===== src/rtl/lsu_pkg.sv =====
// Shared types and helpers for the byte-serial load/store unit.
package lsu_pkg;

  typedef enum logic [1:0] {StIdle, StXfer, StDone} lsu_state_e;

  localparam logic OP_LOAD  = 1'b0;
  localparam logic OP_STORE = 1'b1;

  // Bit offset of byte lane i within a data_w-bit word.
  function automatic int unsigned lane_lsb(input int unsigned i, input int unsigned data_w,
                                           input bit big_endian);
    return big_endian ? (data_w - 8 - 8 * i) : (8 * i);
  endfunction

endpackage


===== src/rtl/lsu_byte_lane.sv =====
// Byte-lane steering: extracts lane idx of a word for stores and decodes the
// matching one-hot lane write enable for load assembly.
module lsu_byte_lane
  import lsu_pkg::*;
#(
  parameter int unsigned DATA_W     = 16,
  parameter bit          BIG_ENDIAN = 1'b0,
  parameter int unsigned IDX_W      = 1
) (
  input  logic [IDX_W-1:0]    idx_i,
  input  logic [DATA_W-1:0]   word_i,
  output logic [7:0]          byte_o,
  output logic [DATA_W/8-1:0] lane_en_o
);

  localparam int unsigned NB = DATA_W / 8;

  always_comb begin
    byte_o    = '0;
    lane_en_o = '0;
    for (int unsigned k = 0; k < NB; k++) begin
      if (idx_i == IDX_W'(k)) begin
        byte_o       = word_i[lane_lsb(k, DATA_W, BIG_ENDIAN) +: 8];
        lane_en_o[k] = 1'b1;
      end
    end
  end

endmodule


===== src/rtl/load_store_unit.sv =====
// Byte-serial load/store engine: moves one DATA_W-bit word to or from a
// byte-wide memory, one byte lane per transfer step.
module load_store_unit
  import lsu_pkg::*;
#(
  parameter int unsigned DATA_W     = 16,
  parameter int unsigned ADDR_W     = 16,
  parameter bit          BIG_ENDIAN = 1'b0,
  parameter int unsigned MEM_LAT    = 1
) (
  input  logic              Clock,
  input  logic              Reset,
  input  logic              Start,
  input  logic              Op,
  input  logic [ADDR_W-1:0] Addr,
  input  logic [DATA_W-1:0] WData,
  output logic              Busy,
  output logic              Done,
  output logic [DATA_W-1:0] RData,
  output logic [ADDR_W-1:0] Mem_Address,
  output logic [7:0]        Mem_Data,
  output logic              Mem_WR,
  output logic              Mem_CS,
  input  logic [7:0]        Mem_RData
);

  localparam int unsigned NB   = DATA_W / 8;
  localparam int unsigned IdxW = (NB > 1) ? $clog2(NB) : 1;

  lsu_state_e        state_q, state_d;
  logic              op_q, op_d;
  logic [ADDR_W-1:0] addr_q, addr_d;
  logic [DATA_W-1:0] wdata_q, wdata_d;
  logic [DATA_W-1:0] asm_q, asm_d;
  logic [DATA_W-1:0] rdata_q, rdata_d;
  logic [IdxW-1:0]   idx_q, idx_d;
  logic [1:0]        wait_q, wait_d;

  logic [7:0]    lane_byte;
  logic [NB-1:0] lane_en;
  logic          last_byte;

  assign last_byte = (idx_q == IdxW'(NB - 1));

  lsu_byte_lane #(
    .DATA_W     (DATA_W),
    .BIG_ENDIAN (BIG_ENDIAN),
    .IDX_W      (IdxW)
  ) u_byte_lane (
    .idx_i     (idx_q),
    .word_i    (wdata_q),
    .byte_o    (lane_byte),
    .lane_en_o (lane_en)
  );

  always_comb begin
    state_d = state_q;
    op_d    = op_q;
    addr_d  = addr_q;
    wdata_d = wdata_q;
    asm_d   = asm_q;
    rdata_d = rdata_q;
    idx_d   = idx_q;
    wait_d  = wait_q;
    unique case (state_q)
      StIdle: begin
        if (Start) begin
          op_d    = Op;
          addr_d  = Addr;
          wdata_d = WData;
          idx_d   = '0;
          wait_d  = '0;
          state_d = StXfer;
        end
      end
      StXfer: begin
        if (op_q == OP_STORE) begin
          if (last_byte) state_d = StDone;
          else           idx_d   = idx_q + IdxW'(1);
        end else if (wait_q == 2'(MEM_LAT)) begin
          for (int unsigned k = 0; k < NB; k++) begin
            if (lane_en[k]) asm_d[lane_lsb(k, DATA_W, BIG_ENDIAN) +: 8] = Mem_RData;
          end
          wait_d = '0;
          // The final byte goes straight into RData so it is visible during DONE.
          if (last_byte) begin
            rdata_d = asm_d;
            state_d = StDone;
          end else begin
            idx_d = idx_q + IdxW'(1);
          end
        end else begin
          wait_d = wait_q + 2'd1;
        end
      end
      StDone:  state_d = StIdle;
      default: state_d = StIdle;
    endcase
  end

  always_ff @(posedge Clock or negedge Reset) begin
    if (!Reset) begin
      state_q <= StIdle;
      op_q    <= 1'b0;
      addr_q  <= '0;
      wdata_q <= '0;
      asm_q   <= '0;
      rdata_q <= '0;
      idx_q   <= '0;
      wait_q  <= '0;
    end else begin
      state_q <= state_d;
      op_q    <= op_d;
      addr_q  <= addr_d;
      wdata_q <= wdata_d;
      asm_q   <= asm_d;
      rdata_q <= rdata_d;
      idx_q   <= idx_d;
      wait_q  <= wait_d;
    end
  end

  // Memory-side outputs depend on registered state only.
  always_comb begin
    Busy        = (state_q != StIdle);
    Done        = (state_q == StDone);
    RData       = rdata_q;
    Mem_CS      = (state_q != StXfer);
    Mem_WR      = (state_q == StXfer) && (op_q == OP_STORE);
    Mem_Address = (state_q == StXfer) ? (addr_q + ADDR_W'(idx_q)) : '0;
    Mem_Data    = Mem_WR ? lane_byte : 8'h00;
  end

endmodule


===== config.mk =====
export PLATFORM = sky130hd
export DESIGN_NAME = load_store_unit
export DESIGN_NICKNAME = d
export VERILOG_FILES = /design/src/rtl/lsu_pkg.sv /design/src/rtl/lsu_byte_lane.sv /design/src/rtl/load_store_unit.sv
export SDC_FILE = /design/constraint.sdc
export NUM_CORES = 1
export LEC_CHECK = 0
export CAP_MARGIN = 20
export CORE_UTILIZATION = 45
export DETAILED_ROUTE_END_ITERATION = 16
export GPL_TIMING_DRIVEN = 1
export PLACE_DENSITY_LB_ADDON = 0.08
export SYNTH_ARGS = -nofsm -noshare
export SYNTH_HDL_FRONTEND = slang
export SYNTH_SLANG_ARGS = --single-unit

===== constraint.sdc =====
create_clock -name Clock -period 4.85 [get_ports Clock]
set_input_delay 0.485 -clock Clock [delete_from_list [all_inputs] [get_ports Clock]]
set_output_delay 0.485 -clock Clock [all_outputs]
set_load 0.005 [all_outputs]

After elaboration in Yosys (flattened, before gate mapping)
Index checks and enable logic that the tools add are counted.
Storage, ports and cells
  bits in registers: 70
  input bits: 44
  logic and storage cells: 49
Operators by class
  add/subtract/negate cells: 3
  eq/ne operators: 7
  multiplexer cells: 20
  bitwise logic cells: 1
  reduce and logical (&&, ||, !) cells: 10
Operators by type and width (count)
  two-way mux 8 bit: 4
  adder 16 x 1 -> 16 bit: 1
  two-way mux 16 bit: 1
  two-way mux 2 bit: 7
  AND reduction 3 bit: 3
  case mux 2 bit (2 select lines): 2
  two-way mux 1 bit: 5
  == test 2 x 1 -> 1 bit, second input constant: 2
  inequality test 2 bit, second input constant: 2
  AND reduction 2 bit: 2
  AND reduction 4 bit: 1
  nonzero test 2 bit: 2
  inequality test 3 bit, second input constant: 1
  adder 2 x 1 -> 2 bit, second input constant: 1
  == test 2 bit, second input constant: 1
  logical NOT 2 bit: 1
  inequality test 2 x 1 -> 1 bit, second input constant: 1
  case mux 1 bit (2 select lines): 1
  adder 1 bit, second input constant: 1
  logical AND 1 bit: 1
  NOT 1 bit: 1

Depth between registers and ports, before layout
Gate-level depths: netlist (run 1).
  depth after elaboration: 5
  mapped depth: 6
  gate-level depth less buffers: 5

By module
A second synthesis (run 1) with hierarchy kept.
Second synthesis, totals
  cell total of the unflattened synthesis: 286
  area total of the unflattened synthesis: 3465.8 sq um
By module, submodules not included
  load_store_unit: times used 1, cells each 275, area an instance 3323.2 sq um
  lsu_byte_lane: times used 1, cells each 11, area an instance 142.6 sq um

Worst setup path before layout (run 1)
Ideal clock, no wire load.
  path type: register -> output
  from: register idx_q
  to: output Mem_Address[14]
  data arrival time: 1284 ps
  required time: 4365 ps
  setup slack: 3081 ps
  cell stages (with the launch flop): 6
  path buffers: 0
  path through: dfrtp_1 > ha_1 > nand4_2 > nor4_1 > xnor2_1 > nor2_1
On the way
  cells in the longest elaborated chain, start to end: 2
RTL lines
  start: declaration: line load_store_unit.sv:36  | logic [IdxW-1:0] idx_q, idx_d;
  start signal: assignment: line load_store_unit.sv:118  | idx_q <= idx_d;
  adder 16 x 1 -> 16 bit: line load_store_unit.sv:130  | Mem_Address = (state_q == StXfer) ? (addr_q + ADDR_W'(idx_q)) : '0;
  two-way mux 16 bit: line load_store_unit.sv:130
  end: declaration: line load_store_unit.sv:20  | output logic [ADDR_W-1:0] Mem_Address,
No other way between the ends.

Worst setup path in the final report (run 1)
Same ends and word-level chain as after synthesis.

==> run summary, run 1 <==
STA
• 0.306 ns — worst slack on hold paths
• 1.65 ns — worst setup slack after layout
• 33.6% — Worst slew margin
• 65.9% — part of the cycle the worst path needs
• 0 — Slew Limit Fails
• 3.20 ns — clock period minus final worst setup slack
• 0 — Hold Fails Final Rpt
• 313 MHz — Highest Clock Rate
• 0 — setup-violating endpoint count in the final report
• 0.994 ns — Worst Max-Slew Pin Slew
• 0 ns — total negative slack
• 0.00805 ns — skew final
• no — setup repair after global routing missed its margin

Drt
• 2670 um — met2 WL
• 0 — residual DRC count
• 5580 um — total wirelength of the detailed-routed design
• 376 um — met3 wire length
• 1,991 — total via count after detailed routing
• 0 — count of nets left with antenna violations after detail routing
• 55 — initial DRC count
• 14.0 um — routed wire length per instance
• 2480 um — M1 WL
• 4.99 — vias per inst
• met4 — highest metal used
• 4 — first-pass iteration count of the detailed router

GRT
• 0 — GRT Residual Overflow
• 63 — largest net degree at the start of global routing
• 8950 um — global-route wire length before repair
• 17.8% — Tot GR Track Use
• 0 — number of antenna violations at the first check in global routing
• 1,934 — vias in the first global route

Floorplan
• 0.00681 mm2 — die footprint
• 82.5 um — y dimension of the die
• 82.5 um — chip width
• 88 — I/O pin cnt
• 0.00610 mm2 — area of the core region
• 28 — number of cell rows
• 47.8% — starting density of the core

Cells and area
• 365 — final layout net count
• 36.8% — layout overhead on the synthesized area
• 0 — diode count
• 24.7% — fraction of final layout cells sized beyond drive strength 1

Synth
• dfrtp_1 53%, mux2_2 17%, mux2_4 6.2% — largest cells by area after synthesis
• 53.2% — part of the Yosys area used for sequential elements
• 0 — number of enable flip-flop cells after synthesis
• 53.2% — area share of the largest cell type after synthesis
• 100% — post-synthesis async set-or-reset flop share
• 62 — flops & latches, synth
• 0 — number of warnings reported in the yosys synthesis log
• 230 — Gate Count Post-Synth
• dfrtp_1 — most common cell in the netlist
• 12.7 um2 — per-instance average area after synthesis
• dfrtp_1 — Main synth FF type
• 36 — number of distinct library cells after synthesis
• 62 x dfrtp_1, 43 x mux2_2, 28 x nor2_1 — cell types with the highest counts after synthesis
• 276 — net count of the mapped netlist
• dfrtp_1 — cell type with the highest aggregate area in the netlist
• 0.00292 mm2 — mapped cell area

Clocking
• 3 — H-tree level count
• 62 — total clock sinks
• 2 — buffers from clock root to sink, at most
• clkbuf_8 — root buf cell
• 0.07 ns — CTS clock-pin slew for the worst setup and hold paths
• 9 — Num CTS Buffers
• 0.33 ns — source-to-sink clock delay at the later pin of the worst-skew pair
• 0 — cts hold-fix bufs
• yes — CTS tree
• 0 — setup fix buffers added after clock tree synthesis
• 0 — number of instances resized during post-cts repair

Place
• 0.785 — Routability Congestion
• 1.96 ns — Setup WS pre-CTS
• 87 — Port Buf Inserts
• 3840 um — final HPWL from detailed placement

Critical path
• 13 — largest driver fanout on the critical path
• output pin — kind of end point of the critical path
• 2.71 ns — arrival time reported for the critical path endpoint
• 4.37 ns — data required time of the critical path
• register — launching element type of the critical path
• 2.76 ns — Reg2Reg Setup Slack
• register to output pin — type of the worst setup path

Hold path
• primary input to async pin — min-delay worst type

Power and ir drop
• 1.68 mW — cell internal power dissipation
• 15.7% — relative contribution of the clock network to total power
• 45.2% — logic gate share of total power
• 39.1% — sequential power share
• 0.810 mW — Switch Pwr
• 0.318 mV — maximum VDD drop
• 1.71 nW — reported leakage power
• 623 mW/mm2 — Power Density
• 32.6% — Net Sw Frac

Outcome
• finished clean — status

Flow run
• 0 — max capacitance violation total

==> flip-flops by register name, indices dropped and copies added, names as in the netlist <==
| name | cells |
|---|---|
| wait_q | 2 |
| op_q | 1 |
| addr_q | 16 |
| idx_q | 1 |
| asm_q | 8 |
| wdata_q | 16 |
| RData | 16 |
| state_q | 2 |
==> path summary, 6_finish.rpt <==
path,start,to,cells past startpoint
max in group asynchronous,Reset,RData[4],2
setup reg to reg,state_q[1],wait_q[0],4
hold reg to reg,wait_q[1],wait_q[1],1
setup / recovery,idx_q,Mem_Address[14],6
min in group Clock,wait_q[1],wait_q[1],1
hold / removal,Reset,addr_q[6],2
==> cell families after synthesis <==
logic type / after synthesis / share of synthesized area (%)
multiplexers: 63 / 25.5
flip-flops: 62 / 53.2
AND/OR/NAND/NOR: 61 / 10.6
adder cells (fa/ha/maj): 2 / 0.858
XOR/XNOR: 13 / 3.90
buffers and inverters: 17 / 3.47
AO/OA/AOI/OAI: 12 / 2.45
==> layout by cell type, fill, tap and decap left out, types with 3 or more instances in the layout <==
cell / count
clkbuf_8: 9
mux2i_1: 8
mux2_2: 43
nor4_1: 3
nand2_1: 9
dfrtp_1: 62
nor2_1: 28
mux2_4: 12
o21ai_0: 7
nor3_1: 4
nand3_1: 4
xnor2_1: 11
clkinvlp_4: 3
inv_1: 6
clkdlybuf4s50_1: 86
==> per-stage QoR <==
step                std cells  instance area, um2  power (mW)  utilization [%]
floorplan                 230                2920        1.62                -
global placement          383                3820        2.09             62.6
detailed placement        383                3820        2.12             62.6
CTS                       399                3990        2.52             65.5
global route              399                3990        2.67             65.5
finish                    399                3990        2.49             65.5
==> power by group through the flow <==
stage          sequential, mW  combinational [mW]  clock [mW]
6_report                0.971                1.12       0.391
5_1_grt                  1.01                1.24       0.425
4_1_cts                 0.973                1.14       0.407
3_5_place_dp            0.981                1.14           0
3_3_place_gp            0.972                1.12           0
2_1_floorplan           0.918               0.705           0
==> area by class of cell <==
cell class,count,area [um2]
repair buffers,88,873
flip-flops and latches,62,1550
clock buffers,9,124
well taps,75,93.8
multi-input cells,151,1270
clock inverters,7,50.0
fillers,494,2110
inverters,7,28.8
==> routing by layer <==
metal / track usage [%] / up-vias
li1: - / 969
met1: 23.0 / 957
met2: 28.7 / 59
met3: 6.26 / 6
met4: 4.66 / 0
met5: 0 / -
==> worst max-delay path, stage by stage (launching register included) <==
cell and delay [ns]:
dfrtp_1 0.74, ha_1 0.30, nand4_2 0.23, nor4_1 0.40
xnor2_1 0.11, nor2_1 0.09, clkdlybuf4s50_1 0.50
(Power assumes the default switching activity.)
==> run 2: changes to the inputs <==
==> constraint.sdc (replaced) <==
create_clock -name Clock -period 3.1 [get_ports Clock]
set_input_delay 0.31 -clock Clock [delete_from_list [all_inputs] [get_ports Clock]]
set_output_delay 0.31 -clock Clock [all_outputs]
set_load 0.005 [all_outputs]
==> run 2 against run 1 <==
  * Total power is 59% higher
  * Largest cell class unchanged
  * Worst setup slack worse by 1.1 ns
  * Critical path type unchanged
  * Utilization is 0.57 points higher
  * Highest routed layer unchanged
  * Sequential cell count stayed put
  * Routed wire length is 1.2% lower
  * Sequential share of layout area is 0.34 points lower
  * Largest power group unchanged
==> run summary, run 2 (synthesis results as in run 1) <==
Clocking
• 2 — buffers from clock root to sink, at most, unchanged
• 3 — H-tree level count, unchanged
• 0 — setup fix buffers added after clock tree synthesis, unchanged
• 0.07 ns — CTS clock-pin slew for the worst setup and hold paths, about the same
• 62 — total clock sinks, unchanged
• 0.33 ns — source-to-sink clock delay at the later pin of the worst-skew pair, about the same
• yes — CTS tree, unchanged
• 0 — number of instances resized during post-cts repair, unchanged
• 0 — cts hold-fix bufs, unchanged
• clkbuf_8 — root buf cell, unchanged
• 9 — Num CTS Buffers, unchanged

Critical path
• 8 — largest driver fanout on the critical path, was 13
• output pin — kind of end point of the critical path, unchanged
• 2.25 ns — arrival time reported for the critical path endpoint, was 2.71 ns
• 2.79 ns — data required time of the critical path, was 4.37 ns
• register to output pin — type of the worst setup path, unchanged
• register — launching element type of the critical path, unchanged

Drt
• 4 — first-pass iteration count of the detailed router, unchanged
• 5.02 — vias per inst, was 4.99
• 5510 um — total wirelength of the detailed-routed design, was 5580 um
• 0 — residual DRC count, unchanged
• 2,020 — total via count after detailed routing, was 1,991
• 72 — initial DRC count, was 55
• 0 — count of nets left with antenna violations after detail routing, unchanged
• 13.7 um — routed wire length per instance, was 14.0 um

Flow run
• 0 — max capacitance violation total, unchanged

STA
• 0.545 ns — worst setup slack after layout, was 1.65 ns
• 0.0102 ns — skew final, was 0.00805 ns
• 82.4% — part of the cycle the worst path needs
• 48.3% — Worst slew margin, was 33.6%
• no — setup repair after global routing missed its margin, unchanged
• 0.776 ns — Worst Max-Slew Pin Slew, was 0.994 ns
• 0 ns — total negative slack, unchanged
• 0 — Hold Fails Final Rpt, unchanged
• 0 — Slew Limit Fails, unchanged
• 2.56 ns — clock period minus final worst setup slack
• 0 — setup-violating endpoint count in the final report, unchanged
• 391 MHz — Highest Clock Rate

Cells and area
• 368 — final layout net count, was 365
• clkdlybuf4s50_1 — leading cell type in the layout, fill and taps excluded, unchanged
• 86 x clkdlybuf4s50_1, 62 x dfrtp_1, 43 x mux2_2 — commonest cells after routing, fill and taps aside, unchanged
• 0 — diode count, unchanged
• 0.00403 mm2 — total non-filler cell area in the finished layout, was 0.00399 mm2
• 25.1% — fraction of final layout cells sized beyond drive strength 1, was 24.7%
• 484 — count of filler cells inserted in the layout, was 494
• 38.0% — layout overhead on the synthesized area, was 36.8%
• 66.0% — utilization after layout, was 65.5%

GRT
• 0 — number of antenna violations at the first check in global routing, unchanged
• 0 — GRT Residual Overflow, unchanged
• 17.9% — Tot GR Track Use, was 17.8%
• 1,924 — vias in the first global route, was 1,934
• 63 — largest net degree at the start of global routing, unchanged
• 8900 um — global-route wire length before repair, was 8950 um

Floorplan
• 0.00610 mm2 — area of the core region, unchanged
• 82.5 um — chip width, unchanged
• 82.5 um — y dimension of the die, unchanged
• 47.8% — starting density of the core, unchanged
• 28 — number of cell rows, unchanged
• 88 — I/O pin cnt, unchanged
• 0.00681 mm2 — die footprint, unchanged

Hold path
• primary input to async pin — min-delay worst type, unchanged

Power and ir drop
• 3.95 mW — total power consumption of the routed design, was 2.49 mW
• 1.74 nW — reported leakage power, was 1.71 nW
• 0.507 mV — maximum VDD drop, was 0.318 mV
• 981 mW/mm2 — Power Density, was 623 mW/mm2

Place
• 0.00384 mm2 — placed instance area, was 0.00382 mm2
• 0.897 ns — Setup WS pre-CTS, was 1.96 ns
• 87 — Port Buf Inserts, unchanged
• 3900 um — final HPWL from detailed placement, was 3840 um
• 0.794 — Routability Congestion, was 0.785

Outcome
• finished clean — status, unchanged

[run 2: cell types whose count changed in the layout (fill, tap and decap cells not counted)]
| cell | change |
|---|---|
| buf_4 | +3 |
| clkbuf_1 | +1 |
| clkbuf_8 | +3 |
| clkinvlp_4 | -2 |
| clkinv_4 | -1 |
| inv_6 | -1 |
[run 2: routing by layer]
layer / wire length [um] / share of wire (%) / GRT usage (%)
met5: 0 / 0 / 0
met4: 104 / 1.9 / 9.31
met3: 382 / 6.9 / 4.62
met2: 2500 / 45 / 28.6
met1: 2530 / 46 / 22.5
[run 2: metrics by stage]
stage | hold WS, ns | cells
final | 0.129 | 402
after global routing | 0.241 | 402
after CTS | 0.179 | 402
after detailed placement | 0.492 | 386
after global placement | 0.471 | 386
after floorplan | 0.0144 | 230
[run 2: cell type report]
class                   instances  area (um2)  area share [%]
flip-flops and latches         62        1550            38.5
multi-input cells             151        1270            31.5
repair buffers                 91         896            22.3
clock buffers                  13         169            4.20
well taps                      75        93.8            2.33
inverters                       7        28.8           0.715
clock inverters                 3        17.5           0.435
[run 2: final timing paths]
path	slack, ns	end	depth (start not counted)	startpoint
setup / recovery	0.54	Mem_Address[14]	6	idx_q
hold / removal	0.13	addr_q[6]	2	Reset
setup reg to reg	1.19	addr_q[9]	4	state_q[1]
hold reg to reg	0.50	RData[4]	1	asm_q[4]
max in group asynchronous	2.44	RData[7]	2	Reset
min in group Clock	0.50	RData[4]	1	asm_q[4]
[run 2: power breakdown]
part / internal (mW) / switching (mW)
clock network: 0.353 / 0.301
logic: 1.15 / 0.667
registers: 1.20 / 0.275
total: 2.71 / 1.24
[run 2: worst max-delay path, cell delays in order (launching register included)]
cell             delay, ns
dfrtp_1               0.38
ha_1                  0.21
nand4_2               0.23
nor4_1                0.39
xnor2_1               0.12
nor2_1                0.09
clkdlybuf4s50_1       0.50
